==> src/rtl/params_pkg.sv <==
// Shared core parameters and the writeback source encoding used by the
// register-file write-port arbiter.
package params_pkg;

    localparam int unsigned REGISTER_WIDTH  = 5;
    localparam int unsigned DATA_WIDTH      = 32;
    localparam int unsigned WB_STARVE_LIMIT = 4;

    typedef enum logic [1:0] {
        WB_NONE,
        WB_MEM,
        WB_MUL,
        WB_ALU
    } wb_src_t;

endpackage

==> src/rtl/wb_wait_counter.sv <==
// Saturating count of consecutive denied request cycles; sat flags that the
// requester has waited LIMIT cycles and is due for promotion.
module wb_wait_counter #(
    parameter int unsigned LIMIT = 4
) (
    input  logic clk_i,
    input  logic rst_i,
    input  logic inc,
    input  logic clr,
    output logic sat
);

    logic [7:0] count;

    // Clear dominates increment so a flush or grant always restarts the wait.
    always_ff @(posedge clk_i or posedge rst_i) begin
        if (rst_i) begin
            count <= '0;
        end else if (clr) begin
            count <= '0;
        end else if (inc && !sat) begin
            count <= count + 8'd1;
        end
    end

    assign sat = (count == 8'(LIMIT));

endmodule

==> src/rtl/wb_arbiter.sv <==
// Register-file write-port arbiter: MEM > MUL > ALU with combinational grants
// and a one-cycle write stage. Define WB_ARB_STARVE_GUARD_EN for ALU promotion.
module wb_arbiter
    import params_pkg::*;
#(
    parameter int unsigned REGISTER_WIDTH = params_pkg::REGISTER_WIDTH,
    parameter int unsigned DATA_WIDTH     = params_pkg::DATA_WIDTH,
    parameter int unsigned STARVE_LIMIT   = params_pkg::WB_STARVE_LIMIT
) (
    input  logic                      clk_i,
    input  logic                      rst_i,
    input  logic                      flush_i,
    input  logic                      mem_req_i,
    input  logic                      mul_req_i,
    input  logic                      alu_req_i,
    input  logic [REGISTER_WIDTH-1:0] mem_reg_i,
    input  logic [REGISTER_WIDTH-1:0] mul_reg_i,
    input  logic [REGISTER_WIDTH-1:0] alu_reg_i,
    input  logic [DATA_WIDTH-1:0]     mem_data_i,
    input  logic [DATA_WIDTH-1:0]     mul_data_i,
    input  logic [DATA_WIDTH-1:0]     alu_data_i,
    output logic                      mem_grant_o,
    output logic                      mul_grant_o,
    output logic                      alu_grant_o,
    output logic                      rf_wr_en_o,
    output logic [REGISTER_WIDTH-1:0] rf_wr_reg_o,
    output logic [DATA_WIDTH-1:0]     rf_wr_data_o,
    output wb_src_t                   rf_wr_src_o
);

    if (STARVE_LIMIT < 1 || STARVE_LIMIT > 255) begin : g_bad_limit
        $error("wb_arbiter: STARVE_LIMIT must be in 1..255");
    end

    logic                      alu_promote;
    wb_src_t                   win_src;
    logic [REGISTER_WIDTH-1:0] win_reg;
    logic [DATA_WIDTH-1:0]     win_data;

`ifdef WB_ARB_STARVE_GUARD_EN
    logic alu_sat;
    logic mul_sat;

    wb_wait_counter #(.LIMIT(STARVE_LIMIT)) u_alu_wait (
        .clk_i (clk_i),
        .rst_i (rst_i),
        .inc   (alu_req_i & ~alu_grant_o),
        .clr   (flush_i | ~alu_req_i | alu_grant_o),
        .sat   (alu_sat)
    );

    wb_wait_counter #(.LIMIT(STARVE_LIMIT)) u_mul_wait (
        .clk_i (clk_i),
        .rst_i (rst_i),
        .inc   (mul_req_i & ~mul_grant_o),
        .clr   (flush_i | ~mul_req_i | mul_grant_o),
        .sat   (mul_sat)
    );

    // When both have saturated MUL keeps its default precedence.
    assign alu_promote = alu_sat & ~mul_sat;
`else
    assign alu_promote = 1'b0;
`endif

    // Grants read zero during reset so nothing leaks out before release.
    always_comb begin
        mem_grant_o = 1'b0;
        mul_grant_o = 1'b0;
        alu_grant_o = 1'b0;
        win_src     = WB_NONE;
        win_reg     = mem_reg_i;
        win_data    = mem_data_i;
        if (!rst_i && !flush_i) begin
            if (mem_req_i) begin
                mem_grant_o = 1'b1;
                win_src     = WB_MEM;
            end else if (alu_req_i && (!mul_req_i || alu_promote)) begin
                alu_grant_o = 1'b1;
                win_src     = WB_ALU;
                win_reg     = alu_reg_i;
                win_data    = alu_data_i;
            end else if (mul_req_i) begin
                mul_grant_o = 1'b1;
                win_src     = WB_MUL;
                win_reg     = mul_reg_i;
                win_data    = mul_data_i;
            end
        end
    end

    // x0 writes are retired through the port but never enable the write.
    always_ff @(posedge clk_i or posedge rst_i) begin
        if (rst_i) begin
            rf_wr_en_o   <= 1'b0;
            rf_wr_reg_o  <= '0;
            rf_wr_data_o <= '0;
            rf_wr_src_o  <= WB_NONE;
        end else if (win_src != WB_NONE) begin
            rf_wr_en_o   <= (win_reg != '0);
            rf_wr_reg_o  <= win_reg;
            rf_wr_data_o <= win_data;
            rf_wr_src_o  <= win_src;
        end else begin
            rf_wr_en_o   <= 1'b0;
            rf_wr_src_o  <= WB_NONE;
        end
    end

endmodule
==> config.mk <==
export PLATFORM = sky130hd
export DESIGN_NAME = wb_arbiter
export DESIGN_NICKNAME = d
export VERILOG_FILES = /design/src/rtl/params_pkg.sv /design/src/rtl/wb_wait_counter.sv /design/src/rtl/wb_arbiter.sv
export SDC_FILE = /design/constraint.sdc
export NUM_CORES = 1
export LEC_CHECK = 0
export CAP_MARGIN = 0
export CORE_MARGIN = 3
export CORE_UTILIZATION = 37
export DETAILED_ROUTE_END_ITERATION = 8
export MAX_ROUTING_LAYER = met4
export PLACE_DENSITY = 0.88
export SYNTH_ARGS = -nofsm -noshare
export SYNTH_HDL_FRONTEND = slang
export SYNTH_SLANG_ARGS = --single-unit
export TNS_END_PERCENT = 1
==> constraint.sdc <==
create_clock -name clk_i -period 1.3 [get_ports clk_i]
set_input_delay 0.195 -clock clk_i [delete_from_list [all_inputs] [get_ports clk_i]]
set_output_delay 0.195 -clock clk_i [all_outputs]
set_load 0.05 [all_outputs]
==> results of run 1 <==
-- power by group --
part | switching (W) | internal, W
Clock | 0.000414 | 0.000433
Sequential | 0.000214 | 0.00143
Combinational | 0.00127 | 0.00132
Total | 0.00189 | 0.00319
-- Yosys cell counts, drive strengths merged --
cell / instances
a21oi: 3
nor2: 68
dfrtp: 40
or3: 1
clkbuf: 12
a41oi: 1
a31oi: 32
o21ai: 7
o32a: 3
o221ai: 3
nor3: 1
buf: 16
o22ai: 32
a22o: 2
o31ai: 33
nor2b: 1
nand2b: 2
inv: 36
and2: 1
nand2: 40
or2: 1
a2bb2oi: 2
-- kinds of logic after synthesis --
family	after synthesis	synth area share
buf+inv	64	0.101
flops	40	0.395
compound gates	118	0.319
simple gates	115	0.185
-- final cells by class --
class                   instances  share of cell area
repair buffers                185               0.459
clock buffers                   8              0.0179
multi-input cells             233               0.278
flip-flops and latches         40               0.199
well taps                      77              0.0192
inverters                      36              0.0269
-- flip-flops by register name, summed over array words and instances (netlist names) --
signal        cells
rf_wr_data_o     32
rf_wr_src_o       2
rf_wr_en_o        1
rf_wr_reg_o       5
-- stage by stage --
stage / cell area, µm² / total power (W) / setup WS [ps]
2_1_floorplan: 2530 / 0.00270 / -13.3
4_1_cts: 4940 / 0.00507 / 12.6
3_5_place_dp: 4780 / 0.00420 / -605
6_report: 5030 / 0.00509 / 7.75
5_1_grt: 5030 / 0.00529 / -2.84
3_3_place_gp: 4780 / 0.00414 / -519
-- worst max-delay path, stage by stage --
cell,delay (ps)
buf_2,150
or3_4,370
buf_6,140
o32a_4,360
o221ai_4,70
a41oi_2,160
-- final timing paths --
| check | from | end | slack (ps) |
|---|---|---|---|
| min in group clk_i | flush_i | rf_wr_src_o[0] | 430 |
| max reg2reg | rf_wr_reg_o[3] | rf_wr_reg_o[3] | 550 |
| max in group asynchronous | rst_i | rf_wr_data_o[8] | 1050 |
| min reg2reg | rf_wr_data_o[3] | rf_wr_data_o[3] | 540 |
| min | rst_i | rf_wr_reg_o[3] | 90 |
| max | flush_i | rf_wr_en_o | 8 |
-- layer usage --
metal / GRT usage / wire [µm]
met1: 0.268 / 3530
met2: 0.433 / 5210
met3: 0.0428 / 879
met4: 0.106 / 254
met5: - / 0
-- repair_timing --
item                                   4_1_cts  5_1_grt
setup endpoints to repair                   41        8
resized for setup                           21       13
pin swaps                                    6        3
setup buffers                                5        0
hold buffers                                 0        0
endpoints found under the hold margin        0        0
==> flow_metrics.py, run 1 <==
metrics = {
    "status": {
        "outcome": "finished, final reports clean",
    },
    "floorplanning": {
        "die_y_um": 88.7,
        "die_area_mm2": 0.00787,
        "rows": 29,
        "core_area_mm2": 0.00649,
        "die_w_um": 88.7,
        "start_util": 0.390,
        "ios": 160,
    },
    "yosys": {
        "synth_cell_types": 25,
        "synth_cells": 337,
        "synth_top_area_share": 0.395,
        "synth_area_leaders": "dfrtp_1, nor2_1, o31ai_1",
        "yosys_warnings": 0,
        "yosysSeqAreaShare": 0.395,
        "ys_ff_latch": 40,
        "avgSynthCellArea_um2": 7.51,
        "syn-num-nets": 454,
        "synth_area_mm2": 0.00253,
        "yosys.area.top_type": "dfrtp_1",
    },
    "final_layout": {
        "fin_cells": 579,
        "diodes": 0,
        "fin_util": 0.774,
        "nNetsFinal": 618,
        "final_common_cell": "clkdlybuf4s50_1",
        "register_area_mm2": 0.00100,
        "final_cell_mix": "clkdlybuf4s50_1, nor2_1, buf_12, dfrtp_1, nand2_1",
        "fillers": 428,
        "multi_input_area_mm2": 0.00140,
        "syn2layout_area_growth_pct": 98.7,
        "drive_gt1_frac": 0.193,
    },
    "clock_tree": {
        "htree_levels": 2,
        "cts_sinks": 40,
        "cts_root_buf": "clkbuf_8",
        "clk_pin_slew_worst_paths_ps": 80,
        "clkLatencyLatePin_ps": 280,
        "cts_tree": "done",
        "ctsLongestPathBuffers": 2,
        "cts_buffers": 5,
    },
    "placed_design": {
        "gp_congestion": 0.865,
        "dp.cells": 566,
        "hpwl_um": 7270,
        "numPortBuffers": 159,
    },
    "worst_setup_path": {
        "crit_fanout": 3,
        "path_class": "input port to flop",
        "cp-start-kind": "input port",
        "r2r_cells": 2,
        "endpoint_kind": "flop",
        "worst_ep_required_time_ps": 1450,
        "worstPathArrival_ps": 1450,
    },
    "sta": {
        "whs_ps": 94.3,
        "period_needed_ps": 1290,
        "maxSlewViolCount": 0,
        "post-route-period-util": 0.994,
        "tns_ps": 0,
        "hold_viol": 0,
        "finalSetupViolations": 0,
        "worst_pin_slew_ps": 408,
        "slew_headroom": 0.725,
        "clock.fmax_mhz": 774,
        "finClkSkew_ps": 0,
    },
    "global_route": {
        "grt_pass1_vias": 3193,
        "grt_util_all_layers": 0.245,
        "grt_overflow": 0,
        "grt_start_max_net_pins": 44,
        "antenna_found_initial": 0,
        "grt_first_pass_wirelength_um": 14700,
    },
    "route": {
        "firstDrtPassIters": 5,
        "routed_wl_um": 9880,
        "vias": 3224,
        "ant_nets": 0,
        "avgViaCountPerCell": 5.57,
        "routedWlPerCell_um": 17.1,
        "drtIter0Drc": 138,
        "drc": 0,
    },
    "flow_run": {
        "max_cap_viol_count": 0,
    },
    "pwr": {
        "ir_drop_mv": 0.449,
        "p_per_area_mw_per_mm2": 1010,
        "p_leak_nw": 2.21,
    },
    "worst_hold_path": {
        "hp-class": "input port to async pin",
    },
}
Power figures use the tool's default switching activity.
==> inputs of run 2 (changes only) <==
--- a/config.mk
+++ b/config.mk
@@ -7,10 +7,11 @@
 export LEC_CHECK = 0
 export CAP_MARGIN = 0
 export CORE_MARGIN = 3
-export CORE_UTILIZATION = 37
+export CORE_UTILIZATION = 63
 export DETAILED_ROUTE_END_ITERATION = 8
+export DONT_BUFFER_PORTS = 1
 export MAX_ROUTING_LAYER = met4
-export PLACE_DENSITY = 0.88
+export PLACE_DENSITY = 0.86
 export SYNTH_ARGS = -nofsm -noshare
 export SYNTH_HDL_FRONTEND = slang
 export SYNTH_SLANG_ARGS = --single-unit
==> flow_metrics.py, run 2 (synthesized netlist as in run 1, its figures left out) <==
metrics = {
    "status": {
        "outcome": "finished, final reports clean",
    },
    "worst_setup_path": {
        "reg2reg_from": "rf_wr_reg_o[3]",
        "crit_path_end": "alu_grant_o",
        "cp-start-kind": "input port",
        "path_class": "input port to output port",
        "worstSetupStartpoint": "mem_req_i",
        "crit_fanout": 5,
        "r2r_cells": 2,
        "endpoint_kind": "output port",
        "worst_ep_required_time_ps": 1110,
        "slowest_delay_ps": 410,
        "worstPathCellList": "or3_4, buf_4, nor2_2, buf_12",
        "worstPathArrival_ps": 1050,
        "r2r-end": "rf_wr_reg_o[3]",
        "r2r_slack_ps": 330,
        "slowest_stage": "or3_4",
    },
    "floorplanning": {
        "start_util": 0.671,
        "ios": 160,
        "core_area_mm2": 0.00377,
        "die_y_um": 69.4,
        "rows": 22,
        "die_area_mm2": 0.00481,
        "die_w_um": 69.4,
    },
    "clock_tree": {
        "cts_resized": 0,
        "htree_levels": 2,
        "cts_sinks": 40,
        "clk_pin_slew_worst_paths_ps": 70,
        "cts_hold_buf": 1,
        "cts_tree": "done",
        "ctsLongestPathBuffers": 2,
        "cts_setup_buffers": 0,
        "cts_buffers": 5,
        "clkLatencyLatePin_ps": 280,
        "cts_root_buf": "clkbuf_8",
    },
    "placed_design": {
        "numPortBuffers": 0,
        "hpwl_um": 5040,
        "dp.cells": 373,
        "placed_area_mm2": 0.00267,
        "gp_congestion": 0.882,
    },
    "final_layout": {
        "fin_util": 0.733,
        "top_regs": "rf_wr_data_o (32), rf_wr_reg_o (5), rf_wr_src_o (2)",
        "final_common_cell": "nor2_1",
        "diodes": 0,
        "fin_area_mm2": 0.00277,
        "register_area_mm2": 0.00100,
        "fillers": 319,
        "drive_gt1_frac": 0.0958,
        "multi_input_area_mm2": 0.00129,
        "nNetsFinal": 450,
        "top_register": "rf_wr_data_o",
        "syn2layout_area_growth_pct": 9.24,
        "largest_reg_flops": 32,
        "fin_cells": 382,
        "final_cell_mix": "nor2_1, dfrtp_1, nand2_1, inv_1",
    },
    "global_route": {
        "grt_overflow": 0,
        "grt_util_all_layers": 0.300,
        "antenna_found_initial": 0,
        "grt_first_pass_wirelength_um": 11600,
        "grt_pass1_vias": 2514,
        "grt_start_max_net_pins": 72,
    },
    "route": {
        "drc": 0,
        "routedWlPerCell_um": 18.4,
        "vias": 2525,
        "routed_wl_um": 7020,
        "firstDrtPassIters": 4,
        "avgViaCountPerCell": 6.61,
        "ant_nets": 0,
        "drtIter0Drc": 97,
    },
    "sta": {
        "worst_pin_slew_ps": 518,
        "hold_viol": 0,
        "clock.fmax_mhz": 801,
        "post-route-period-util": 0.961,
        "finalSetupViolations": 0,
        "finClkSkew_ps": 0,
        "period_needed_ps": 1250,
        "slew_headroom": 0.655,
        "maxSlewViolCount": 0,
        "grt_setup_unrepaired": "no",
        "whs_ps": 104,
    },
    "worst_hold_path": {
        "hp-class": "input port to flop",
        "hold_depth": 2,
    },
    "pwr": {
        "ir_drop_mv": 0.972,
        "p_per_area_mw_per_mm2": 1330,
        "p_leak_nw": 1.29,
        "total_power_w": 0.00369,
    },
    "flow_run": {
        "max_cap_viol_count": 0,
    },
}
-- run 2: worst min-delay path by stage --
stage                         start          endpoint
after detailed placement      rst_i    rf_wr_src_o[0]
final                     mul_req_i  rf_wr_data_o[28]
after global routing      mul_req_i  rf_wr_data_o[25]
after CTS                 mul_req_i  rf_wr_data_o[27]
after floorplan               rst_i   rf_wr_data_o[0]
after global placement        rst_i    rf_wr_src_o[1]
-- run 2: critical path, delay by kind of cell --
family / cells / cell delay [ps]
buf+inv: 2 / 300
simple gates: 2 / 560
-- run 2: cell type report --
| type | instances | area share |
|---|---|---|
| clock buffer | 8 | 0.0326 |
| inverter | 36 | 0.0489 |
| multi-input combinational | 233 | 0.465 |
| sequential | 40 | 0.362 |
| tap | 48 | 0.0217 |
| timing repair buffer | 17 | 0.0697 |
-- run 2: power by group --
| group | internal [W] | total, W | switching (W) |
|---|---|---|---|
| clock network | 0.000433 | 0.000836 | 0.000403 |
| logic | 0.000286 | 0.000714 | 0.000428 |
| registers | 0.00142 | 0.00214 | 0.000713 |
-- run 2: routing by layer --
| layer | wire, µm | track usage |
|---|---|---|
| met5 | 0 | - |
| met3 | 635 | 0.0652 |
| met2 | 3690 | 0.525 |
| met4 | 166 | 0.0933 |
| met1 | 2530 | 0.342 |
-- run 2: stage by stage --
stage	setup TNS [ps]	setup WS (ps)
6_report	0	51.3
4_1_cts	0	52.7
3_3_place_gp	-35.3	-35.3
3_5_place_dp	-237	-85.4
5_1_grt	0	32.1
2_1_floorplan	-13.3	-13.3
==> inputs of run 3 (changes only) <==
--- a/config.mk
+++ b/config.mk
@@ -7,11 +7,11 @@
 export LEC_CHECK = 0
 export CAP_MARGIN = 0
 export CORE_MARGIN = 3
-export CORE_UTILIZATION = 63
+export CORE_UTILIZATION = 37
 export DETAILED_ROUTE_END_ITERATION = 8
-export DONT_BUFFER_PORTS = 1
+export GPL_ROUTABILITY_DRIVEN = 0
 export MAX_ROUTING_LAYER = met4
-export PLACE_DENSITY = 0.86
+export PLACE_DENSITY = 0.88
 export SYNTH_ARGS = -nofsm -noshare
 export SYNTH_HDL_FRONTEND = slang
 export SYNTH_SLANG_ARGS = --single-unit
==> results of run 3 <==
Same layout as run 1: the final DEF is identical, and so are final timing and power.
==> edit (settings of run 2) <==
Set the package constant `DATA_WIDTH` to 28 (it was 32).
--- a/src/rtl/params_pkg.sv
+++ b/src/rtl/params_pkg.sv
@@ -5,3 +5,3 @@
     localparam int unsigned REGISTER_WIDTH  = 5;
-    localparam int unsigned DATA_WIDTH      = 32;
+    localparam int unsigned DATA_WIDTH      = 28;
     localparam int unsigned WB_STARVE_LIMIT = 4;
Ports: changed (resized alu_data_i, mem_data_i, mul_data_i and rf_wr_data_o); port bits go from 160 to 144. The function was not compared with the original's and may differ.
==> edit against run 2 <==
- via count down 12%
- wire length shrank 16%
- register-to-register slack worse by 0.03 ns
- fmax rose by 4.6%
- worst hold slack worse by 0.036 ns
- cell count down 7.9%
- design area down 8.9%
- worst setup slack better by 0.055 ns
- synthesized area shrank 9.6%
- power decreased by 16%
- global-route usage down 2.4 points
- sequential cell count shrank 4
- count of clock-buffer cells in the layout shrank 3
- largest cell class unchanged
==> edit: results (changes against run 2) <==
[outcome]
outcome = completed  ; unchanged

[cells_and_area]
reg_top3 = rf_wr_data_o (28), rf_wr_reg_o (5), rf_wr_src_o (2)  ; was rf_wr_data_o (32), rf_wr_reg_o (5), rf_wr_src_o (2)
drive_gt1_share_pct = 10.78  ; was 9.581%
num-nets-final = 413  ; was 450

[placement]
hpwl_mm = 4.288  ; was 5.045 mm
dp.cells = 346  ; was 373
gp_congestion = 0.8471  ; was 0.8823

[pwr]
p_int_mw = 1.751  ; was 2.141 mW
clock_net_power_mw = 0.499  ; was 0.836 mW
power_leakage_nw = 1.175  ; was 1.291 nW
ir_worst_vdd_v = 0.0006872  ; was 0.0009716 V

[setup_path]
slowest_stage = buf_12  ; was or3_4
reg2reg_to = rf_wr_reg_o[1]$_DFFE_PP0P_  ; was rf_wr_reg_o[3]$_DFFE_PP0P_
slowest_delay_ns = 0.21  ; was 0.41 ns
timing.critical_path.to = mul_grant_o  ; was alu_grant_o
crit_fanout = 15  ; was 5
cp.arrival_ns = 1.00  ; was 1.05 ns
reg2reg_slack_ns = 0.30  ; was 0.33 ns
critPathTopFamily = buffers and inverters  ; was simple AND/OR/NAND/NOR gates

[clock_tree]
root_buffer = clkbuf_4  ; was clkbuf_8
clk_latency_ns = 0.32  ; was 0.28 ns

[routing]
wl_per_cell_um = 16.74  ; was 18.38 µm

[global_route]
grt_start_max_net_pins = 66  ; was 72
grt.total_usage_pct = 27.60  ; was 30.01%
grt_first_pass_wirelength_mm = 9.149  ; was 11.61 mm
grt_pass1_vias = 2004  ; was 2514

[logic_synthesis]
avgSynthCellArea_um2 = 7.528  ; was 7.511 µm²
synth_compound_area_share_pct = 31.11  ; was 31.88%
seq_area_frac_synth_pct = 39.37  ; was 39.55%
yosys-top-cells-count = nor2_1 (62), dfrtp_1 (36), nand2_1 (33)  ; was nor2_1 (68), dfrtp_1 (40), nand2_1 (39)
yosys-top-cells-area = dfrtp_1 (39%), nor2_1 (10%), o31ai_1 (9.5%)  ; was dfrtp_1 (40%), nor2_1 (10%), o31ai_1 (9.5%)

## edit: area by class of cell
| class | count | area [µm²] |
|---|---|---|
| clock buffers | 5 | 37.54 |
| fillers | 277 | 895.9 |
| inverters | 32 | 120.1 |
| multi-input cells | 210 | 1166 |
| flip-flops and latches | 36 | 900.9 |
| well taps | 46 | 57.56 |
| repair buffers | 23 | 237.7 |
## edit: per-stage QoR
stage          util [%]  hold slack [ns]  setup slack (ns)  area [µm²]
5_1_grt           73.77          0.04684           0.04624        2520
6_report          73.77          0.06748            0.1059        2520
3_5_place_dp      72.38           0.2243          -0.01159        2472
2_1_floorplan         -           0.3620          -0.06213        2291
4_1_cts           73.77          0.05208           0.09090        2520
3_3_place_gp      72.38           0.2190         -0.002750        2472
## edit: metal layers
layer	vias to the layer above	part of all wire [%]	track usage, %	wire length [µm]
li1	1073	-	-	-
met1	1039	40	33.01	2329
met2	99	51	45.72	3021
met3	8	7.8	6.122	460
met4	0	1.4	9.898	80
met5	-	0	-	0
